<file path="src/rtl/ldmx_daq_pkg.sv">
// Shared types and constants for the LDMX DAQ DMA arbitration blocks.
package ldmx_daq_pkg;

  localparam int unsigned GRANT_W = 3;

  localparam logic [63:0] ABORT_WORD_BASE = 64'hDEAD_BEEF_0000_0000;

  typedef enum logic [1:0] {
    IDLE,
    GRANT,
    ABORT,
    DRAIN
  } arb_state_t;

endpackage

</file>
<file path="src/rtl/ldmx_daq_dma_arbiter_if.sv">
// Source-side and host-side stream signals of the DAQ DMA arbiter.
// The master modport is the arbiter's view; slave is the surrounding fabric.
interface ldmx_daq_dma_arbiter_if #(
  parameter int unsigned NSRC = 4
);

  logic [NSRC-1:0]    src_enable;
  logic [NSRC-1:0]    src_valid;
  logic [64*NSRC-1:0] src_data;
  logic [NSRC-1:0]    src_last;
  logic [NSRC-1:0]    src_ready;

  logic               dma_valid;
  logic [63:0]        dma_data;
  logic               dma_done;
  logic               dma_ready;

  modport master (
    input  src_enable, src_valid, src_data, src_last, dma_ready,
    output src_ready, dma_valid, dma_data, dma_done
  );

  modport slave (
    output src_enable, src_valid, src_data, src_last, dma_ready,
    input  src_ready, dma_valid, dma_data, dma_done
  );

endinterface

</file>
<file path="src/rtl/ldmx_rr_pick.sv">
// Combinational round-robin picker: first requester strictly after
// last_grant, wrapping modulo NSRC.
module ldmx_rr_pick
  import ldmx_daq_pkg::*;
#(
  parameter int unsigned NSRC = 4
) (
  input  logic [NSRC-1:0]    req,
  input  logic [GRANT_W-1:0] last_grant,
  output logic [GRANT_W-1:0] pick,
  output logic               any_req
);

  always_comb begin
    pick    = '0;
    any_req = 1'b0;
    // Offsets 1..NSRC visit every index once, ending on last_grant itself.
    for (int unsigned k = 1; k <= NSRC; k++) begin
      for (int unsigned j = 0; j < NSRC; j++) begin
        if (!any_req && req[j] && ((32'(last_grant) + k) % NSRC) == j) begin
          any_req = 1'b1;
          pick    = GRANT_W'(j);
        end
      end
    end
  end

endmodule

</file>
<file path="src/rtl/ldmx_daq_dma_arbiter.sv">
// Round-robin event arbiter sharing one host DMA stream among NSRC sources.
// Define LDMX_DAQ_ARB_TIMEOUT_EN to enable mid-event stall abort and drain.
module ldmx_daq_dma_arbiter
  import ldmx_daq_pkg::*;
#(
  parameter int unsigned NSRC       = 4,
  parameter int unsigned TIMEOUT    = 1024,
  parameter logic [63:0] ABORT_WORD = ABORT_WORD_BASE
) (
  input  logic                  dma_clk,
  input  logic                  reset,
  ldmx_daq_dma_arbiter_if.master bus,
  output logic [GRANT_W-1:0]    grant_id,
  output logic                  busy,
  output logic [31:0]           event_count,
  output logic [15:0]           abort_count
);

  arb_state_t         state;
  logic [NSRC-1:0]    req;
  logic [NSRC-1:0]    g_sel;
  logic               g_valid;
  logic [63:0]        g_data;
  logic               g_last;
  logic [GRANT_W-1:0] pick_id;
  logic               pick_any;
  logic               xfer;

  assign req  = bus.src_valid & bus.src_enable;
  assign busy = (state != IDLE);
  assign xfer = g_valid && bus.dma_ready;

  ldmx_rr_pick #(
    .NSRC(NSRC)
  ) u_pick (
    .req       (req),
    .last_grant(grant_id),
    .pick      (pick_id),
    .any_req   (pick_any)
  );

  // Granted-source mux built by compare so grant_id may be wider than log2(NSRC).
  always_comb begin
    g_sel   = '0;
    g_valid = 1'b0;
    g_data  = '0;
    g_last  = 1'b0;
    for (int unsigned i = 0; i < NSRC; i++) begin
      if (grant_id == GRANT_W'(i)) begin
        g_sel[i] = 1'b1;
        g_valid  = bus.src_valid[i];
        g_data   = bus.src_data[64*i +: 64];
        g_last   = bus.src_last[i];
      end
    end
  end

  always_comb begin
    bus.dma_valid = 1'b0;
    bus.dma_data  = '0;
    bus.dma_done  = 1'b0;
    bus.src_ready = '0;
    unique case (state)
      GRANT: begin
        bus.dma_valid = g_valid;
        bus.dma_data  = g_data;
        bus.dma_done  = g_last;
        bus.src_ready = g_sel & {NSRC{bus.dma_ready}};
      end
`ifdef LDMX_DAQ_ARB_TIMEOUT_EN
      ABORT: begin
        bus.dma_valid = 1'b1;
        bus.dma_data  = {ABORT_WORD[63:3], grant_id};
        bus.dma_done  = 1'b1;
      end
      DRAIN: begin
        bus.src_ready = g_sel;
      end
`endif
      default: ;
    endcase
  end

`ifdef LDMX_DAQ_ARB_TIMEOUT_EN
  logic [15:0] stall;
  logic        started;
`else
  logic unused_cfg;
  assign unused_cfg  = ^{ABORT_WORD, TIMEOUT};
  assign abort_count = '0;
`endif

  always_ff @(posedge dma_clk) begin
    if (reset) begin
      state       <= IDLE;
      grant_id    <= GRANT_W'(NSRC - 1);
      event_count <= '0;
`ifdef LDMX_DAQ_ARB_TIMEOUT_EN
      abort_count <= '0;
      stall       <= '0;
      started     <= 1'b0;
`endif
    end else begin
      unique case (state)
        IDLE: begin
          if (pick_any) begin
            grant_id <= pick_id;
            state    <= GRANT;
`ifdef LDMX_DAQ_ARB_TIMEOUT_EN
            stall    <= '0;
            started  <= 1'b0;
`endif
          end
        end
        GRANT: begin
          if (xfer && g_last) begin
            event_count <= event_count + 32'd1;
            state       <= IDLE;
          end
`ifdef LDMX_DAQ_ARB_TIMEOUT_EN
          // Only a source gap after the first word counts; backpressure never does.
          if (xfer) begin
            stall   <= '0;
            started <= 1'b1;
          end else if (!g_valid && started) begin
            if (stall == 16'(TIMEOUT - 1)) begin
              state <= ABORT;
            end else begin
              stall <= stall + 16'd1;
            end
          end
`endif
        end
`ifdef LDMX_DAQ_ARB_TIMEOUT_EN
        ABORT: begin
          if (bus.dma_ready) begin
            event_count <= event_count + 32'd1;
            if (abort_count != 16'hFFFF) begin
              abort_count <= abort_count + 16'd1;
            end
            state <= DRAIN;
          end
        end
        DRAIN: begin
          if (g_valid && g_last) begin
            state <= IDLE;
          end
        end
`endif
        default: state <= IDLE;
      endcase
    end
  end

endmodule

</file>
<file path="src/flat_wrapper.sv">
// flat-port wrapper written by rule: the top's interface ports become plain ports
module ldmx_daq_dma_arbiter_flat import ldmx_daq_pkg::*;
#(
  parameter int unsigned NSRC       = 4,
  parameter int unsigned TIMEOUT    = 1024,
  parameter logic [63:0] ABORT_WORD = ABORT_WORD_BASE
)
  (dma_clk, reset, grant_id, busy, event_count, abort_count, bus_src_enable, bus_src_valid, bus_src_data, bus_src_last, bus_dma_ready, bus_src_ready, bus_dma_valid, bus_dma_data, bus_dma_done);
  ldmx_daq_dma_arbiter_if #(.NSRC(NSRC)) bus_i ();
  input  logic dma_clk;
  input  logic reset;
  output logic [GRANT_W-1:0] grant_id;
  output logic busy;
  output logic [31:0] event_count;
  output logic [15:0] abort_count;
  input wire logic [$bits(bus_i.src_enable)-1:0] bus_src_enable;
  input wire logic [$bits(bus_i.src_valid)-1:0] bus_src_valid;
  input wire logic [$bits(bus_i.src_data)-1:0] bus_src_data;
  input wire logic [$bits(bus_i.src_last)-1:0] bus_src_last;
  input wire logic [$bits(bus_i.dma_ready)-1:0] bus_dma_ready;
  output wire logic [$bits(bus_i.src_ready)-1:0] bus_src_ready;
  output wire logic [$bits(bus_i.dma_valid)-1:0] bus_dma_valid;
  output wire logic [$bits(bus_i.dma_data)-1:0] bus_dma_data;
  output wire logic [$bits(bus_i.dma_done)-1:0] bus_dma_done;
  assign bus_i.src_enable = bus_src_enable;
  assign bus_i.src_valid = bus_src_valid;
  assign bus_i.src_data = bus_src_data;
  assign bus_i.src_last = bus_src_last;
  assign bus_i.dma_ready = bus_dma_ready;
  assign bus_src_ready = bus_i.src_ready;
  assign bus_dma_valid = bus_i.dma_valid;
  assign bus_dma_data = bus_i.dma_data;
  assign bus_dma_done = bus_i.dma_done;
  ldmx_daq_dma_arbiter #(.NSRC(NSRC), .TIMEOUT(TIMEOUT), .ABORT_WORD(ABORT_WORD)) u_core (.dma_clk(dma_clk), .reset(reset), .bus(bus_i), .grant_id(grant_id), .busy(busy), .event_count(event_count), .abort_count(abort_count));
endmodule
</file>
<file path="config.mk">
export PLATFORM = sky130hd
export DESIGN_NAME = ldmx_daq_dma_arbiter_flat
export DESIGN_NICKNAME = d
export VERILOG_FILES = /design/src/rtl/ldmx_daq_pkg.sv /design/src/rtl/ldmx_daq_dma_arbiter_if.sv /design/src/rtl/ldmx_rr_pick.sv /design/src/rtl/ldmx_daq_dma_arbiter.sv /design/src/flat_wrapper.sv
export SDC_FILE = /design/constraint.sdc
export NUM_CORES = 1
export LEC_CHECK = 0
export ABC_CLOCK_PERIOD_IN_PS = 4000
export CORE_AREA = 3 3 154 156
export DETAILED_ROUTE_END_ITERATION = 8
export DIE_AREA = 0 0 157 159
export MAX_ROUTING_LAYER = met4
export SLEW_MARGIN = 20
export SYNTH_ARGS = -nofsm -noshare
export SYNTH_HDL_FRONTEND = slang
export SYNTH_SLANG_ARGS = --single-unit
</file>
<file path="constraint.sdc">
create_clock -name dma_clk -period 4 [get_ports dma_clk]
set_input_delay 0.8 -clock dma_clk [delete_from_list [all_inputs] [get_ports dma_clk]]
set_output_delay 0.8 -clock dma_clk [all_outputs]
set_load 0.05 [all_outputs]
</file>
# Word-level counts from Yosys, hierarchy flattened
# Index checks and enable logic that the tools add are counted.
[totals]
mem_bits_ro = 0
mem_count = 0
latch_bits = 0
mem_bits_rw = 0
inputBits = 271
register_bits = 37
[classes]
n_mul = 0
shifts = 0
magnitude_cmp = 0
eq_ne = 18
n_div = 0
addsub = 5
mux = 54
n_bitwise = 2
reduce_logical = 58
[op_table]
columns = ["cell", "count"]
rows = [
  ["64-bit 2-to-1 mux", 5],
  ["32-bit zero test", 4],
  ["3-bit 2-to-1 mux", 14],
  ["1-bit logical AND", 33],
  ["32-bit by 1-bit adder with 32-bit output, second input constant", 1],
  ["1-bit 2-to-1 mux", 31],
  ["2-bit == test, second input constant", 8],
  ["1-bit zero test", 15],
  ["2-bit by 1-bit == test with 1-bit output, second input constant", 5],
  ["4-bit AND", 2],
  ["3-bit by 2-bit == test with 1-bit output, second input constant", 2],
  ["2-bit AND reduction", 3],
  ["2-bit by 1-bit adder with 2-bit output, second input constant", 2],
  ["2-bit adder, second input constant", 2],
  ["2-bit 2-to-1 mux", 2],
  ["4-bit 2-to-1 mux", 1],
  ["2-bit by 1-bit inequality test with 1-bit output, second input constant", 2],
  ["2-bit case mux with 2 select lines", 1],
  ["3-bit by 1-bit == test with 1-bit output, second input constant", 1],
  ["3-bit zero test", 1],
  ["2-bit zero test", 1],
  ["2-bit nonzero test", 1],
]

# Longest topological paths before layout
[logic_depth]
word_depth = 66
mapped_depth = 7
mapped_depth_nobuf = 6

# Hierarchy
# From an unflattened synthesis, not the netlist that was laid out.
[unflattened]
hier_cells = 547
area_unflattened_um2 = 3907.5
[by_module_without_submodules]
columns = ["mod", "n_inst", "cells_each", "area_per_inst_um2"]
rows = [
  ["ldmx_daq_dma_arbiter", 1, 531, 3817.4],
  ["ldmx_rr_pick", 1, 16, 90.1],
]

# Worst setup path before layout
# Ideal clock, no wire load.
[synth_path]
path_type = "register to output"
startpoint = "reg u_core.state[0]"
endpoint = "out bus_src_ready[0]"
slack_ps = 846
arrival_time_ps = 2354
path_stages_with_launch = 5
t_required_ps = 3200
cell_sequence = "dfxtp_1 clkbuf_1 clkbuf_1 nand2_1 nor3_1"
[synth_via]
elab_chain_cells = 2
[synth_lines]
columns = ["item", "line", "source"]
rows = [
  ["start, declared", "ldmx_daq_dma_arbiter.sv:19", "arb_state_t state;"],
  ["start signal, assigned", "ldmx_daq_dma_arbiter.sv:95", "state <= IDLE;"],
  ["start signal, assigned", "ldmx_daq_dma_arbiter.sv:108", "state <= GRANT;"],
  ["start signal, assigned", "ldmx_daq_dma_arbiter.sv:118", "state <= IDLE;"],
  ["2-bit by 1-bit == test with 1-bit output", "ldmx_daq_dma_arbiter.sv:63", "unique case (state)"],
  ["4-bit 2-to-1 mux", "ldmx_daq_dma_arbiter.sv:63", ""],
  ["end, declared", "flat_wrapper.sv:21", "output wire logic [$bits(bus_i.src_ready)-1:0] bus_src_ready;"],
]
# Every way passes these cells.

# Worst setup path after layout
[layout_path]
startpoint = "reg u_core.grant_id[0]"
endpoint = "out bus_dma_data[16]"
[layout_via]
elab_chain_cells = 6
elab_cells_between_ends = 9
[layout_lines]
columns = ["item", "line", "source"]
rows = [
  ["start, declared", "ldmx_daq_dma_arbiter.sv:13", "output logic [GRANT_W-1:0] grant_id,"],
  ["start signal, assigned", "ldmx_daq_dma_arbiter.sv:96", "grant_id <= GRANT_W'(NSRC - 1);"],
  ["start signal, assigned", "ldmx_daq_dma_arbiter.sv:107", "grant_id <= pick_id;"],
  ["3-bit zero test", "ldmx_daq_dma_arbiter.sv:49", "if (grant_id == GRANT_W'(i)) begin"],
  ["64-bit 2-to-1 mux (3 in series)", "ldmx_daq_dma_arbiter.sv:49", ""],
  ["64-bit 2-to-1 mux *", "ldmx_daq_dma_arbiter.sv:49", ""],
  ["64-bit 2-to-1 mux *", "ldmx_daq_dma_arbiter.sv:63", ""],
  ["end, declared", "flat_wrapper.sv:23", "output wire logic [$bits(bus_i.dma_data)-1:0] bus_dma_data;"],
]
# Mark *: on every way between the ends. The rest lies on a longest branch, timed or not.

==> flow_metrics.env <==
export IMPL_worst_ep_required_time_ps=3200
export IMPL_rows=55
export IMPL_leakagePower_nw=2.869
export IMPL_synth_top_area_share_pct=38.11
export IMPL_numCtsBuffers=5
export IMPL_ir_worst_vdd_mv=0.1144
export IMPL_multi_input_area_sq_mm=0.002979
export IMPL_netlist_instances=388
export IMPL_initial_core_util_pct=17.33
export IMPL_avgSynthCellArea_sq_um=10.05
export IMPL_async_reset_ff_share_pct=0
export IMPL_fin_tns_setup_ps=0
export IMPL_cp_max_fo=34
export IMPL_coreArea_sq_mm=0.02250
export IMPL_min_period_over_period_pct=89.96
export IMPL_synth_seq_cells=35
export IMPL_drcViolationCount=0
export IMPL_drt_pass1_iter_count=4
export IMPL_cts_resized=0
export IMPL_finalClockSkew_ps=4.161
export IMPL_viasPerCell=4.402
export IMPL_drtIter0Drc=216
export IMPL_syn_to_final_growth_pct=106.6
export IMPL_synth_area_leaders="mux4_2, dfxtp_1, and2_1, xnor2_1, nor2_1"
export IMPL_nFillCells=2248
export IMPL_synth_top_cell_by_area="mux4_2"
export IMPL_grt_max_degree=40
export IMPL_num_io_pins=393
export IMPL_h_tree_depth=2
export IMPL_seqCellArea_sq_um=709.4
export IMPL_die_h_um=159
export IMPL_finalCriticalPeriod_ps=3598
export IMPL_worstSetupPathType="reg2out"
export IMPL_hold_viol=0
export IMPL_worstSetupEndpointType="output pin"
export IMPL_max_freq_mhz=277.9
export IMPL_clkTransAtPathRegs_ps=60
export IMPL_wl_per_cell_um=20.77
export IMPL_reg2reg_depth=5
export IMPL_seq_area_frac_synth_pct=17.97
export IMPL_drt_total_wl_um=21530
export IMPL_p_per_area_mw_per_mm2=243.1
export IMPL_clockRootBuffer="clkbuf_16"
export IMPL_post_cts_setup_buffers=0
export IMPL_ctsHoldBuffers=0
export IMPL_synth_edf_count=0
export IMPL_die_area_sq_mm=0.02496
export IMPL_antenna_found_initial=8
export IMPL_hp_class="reg2reg"
export IMPL_io_buffers=375
export IMPL_grt_pass1_wl_um=30920
export IMPL_clk_latency_ps=280
export IMPL_cts_max_path_buffers=2
export IMPL_yosysMostFrequentCell="and2_1"
export IMPL_final_antenna_net_count=0
export IMPL_outcome="finished clean"
export IMPL_worstMarginPinSlew_ps=628.0
export IMPL_num_vias=4565
export IMPL_slew_headroom_pct=57.75
export IMPL_cts_tree="done"
export IMPL_yosysWarnings=0
export IMPL_cp_arrival_ps=2800
export IMPL_synthTopCellsByCount="and2_1, mux4_2, dfxtp_1, nor2_1, clkbuf_1"
export IMPL_die_width_um=157
export IMPL_cts_sinks=35
export IMPL_maxSlewViolCount=0
export IMPL_nets=1016
export IMPL_place_gp_congestion=0.9075
export IMPL_ys_types=41
export IMPL_drive_gt1_share_pct=11.95
export IMPL_synth_area_sq_mm=0.003900
export IMPL_hpwl_um=18250
export IMPL_totalPowerFinal_w=0.001959
export IMPL_grt_pass1_vias=4599
export IMPL_startpoint_type="flip-flop"
export IMPL_track_usage_pct=16.66
export IMPL_grt_overflow=0
export IMPL_setup_viol=0
export IMPL_rsz0062_at_grt="no"
export IMPL_min_path_cells=2
export IMPL_ys_flop_type="dfxtp_1"
export IMPL_cap_violations=0
export IMPL_fin_util_pct=35.80
final cells by class:
class,count,area share (%)
Timing Repair Buffer,382,47.68
Multi-Input combinational cell,316,36.98
Clock buffer,7,1.646
Inverter,4,0.1864
Clock inverter,1,0.06212
Sequential cell,35,8.806
Tap cell,285,4.426
Antenna cell,7,0.2174
final timing paths:
kind,from,slack [ps],end
max,u_core.grant_id[0],400,bus_dma_data[16]
min,u_core.event_count[3],520,u_core.event_count[3]
max reg2reg,u_core.grant_id[0],1430,u_core.event_count[30]
min reg2reg,u_core.event_count[3],520,u_core.event_count[3]
layer usage:
metal	vias to the layer above	routed length, um	part of all wire (%)	global-route usage (%)
met1	2200	8741	41	20.78
met5	-	0	0	-
li1	2143	-	-	-
met2	209	10490	49	27.28
met4	0	246	1.1	2.189
met3	13	2051	9.5	5.110
critical path, stage by stage, from the launching register on:
cell,delay (ps)
dfxtp_4,730
buf_12,280
mux4_2,510
and2_1,220
clkdlybuf4s50_1,730
flip-flops by register name (all words and copies together) (netlist names):
name,count
u_core.grant_id,2
u_core.state,1
u_core.event_count,32
stage by stage:
step | instances | hold slack (ps) | instance area (sq um) | setup slack [ps]
6_report | 1037 | 524.1 | 8056 | 401.7
5_1_grt | 1037 | 581.6 | 8056 | 282.2
4_1_cts | 1030 | 522.9 | 8039 | 374.3
3_5_place_dp | 1022 | 513.9 | 7901 | 486.6
3_3_place_gp | 1022 | 504.5 | 7901 | 524.1
2_1_floorplan | 404 | 728.6 | 3960 | 846.2
cell families (layout without fill, tap and decap cells):
| family | after synthesis | after routing | share of synthesized area, % |
|---|---|---|---|
| AOI/OAI and AO/OA | 23 | 23 | 3.722 |
| muxes | 72 | 72 | 39.75 |
| adders and majority gates | 1 | 1 | 0.3208 |
| xor gates and xnor gates | 25 | 25 | 5.614 |
| DFF | 35 | 35 | 17.97 |
| and+or+nand+nor | 178 | 178 | 25.35 |
| buffers and inverters | 53 | 394 | 7.186 |
| other | 1 | 24 | 0.09615 |
power by group:
part	switching [W]	leakage [nW]	internal, W
clock network	0.000147	0.0679	0.000230
registers	0.0000459	0.283	0.000354
logic	0.000567	2.52	0.000614
layout by cell type, fill, tap and decap left out, types with 8 or more instances in the layout:
cell,instances
and2_1,68
nor2_1,35
xnor2_1,16
a21oi_1,8
nor4_1,8
nand2_1,16
clkdlybuf4s50_1,374
dfxtp_1,32
conb_1,17
xor2_1,9
nand4_1,10
mux4_2,66
nor3_1,8
nand3_1,13
Note: power is estimated with default switching activity, not from simulation.
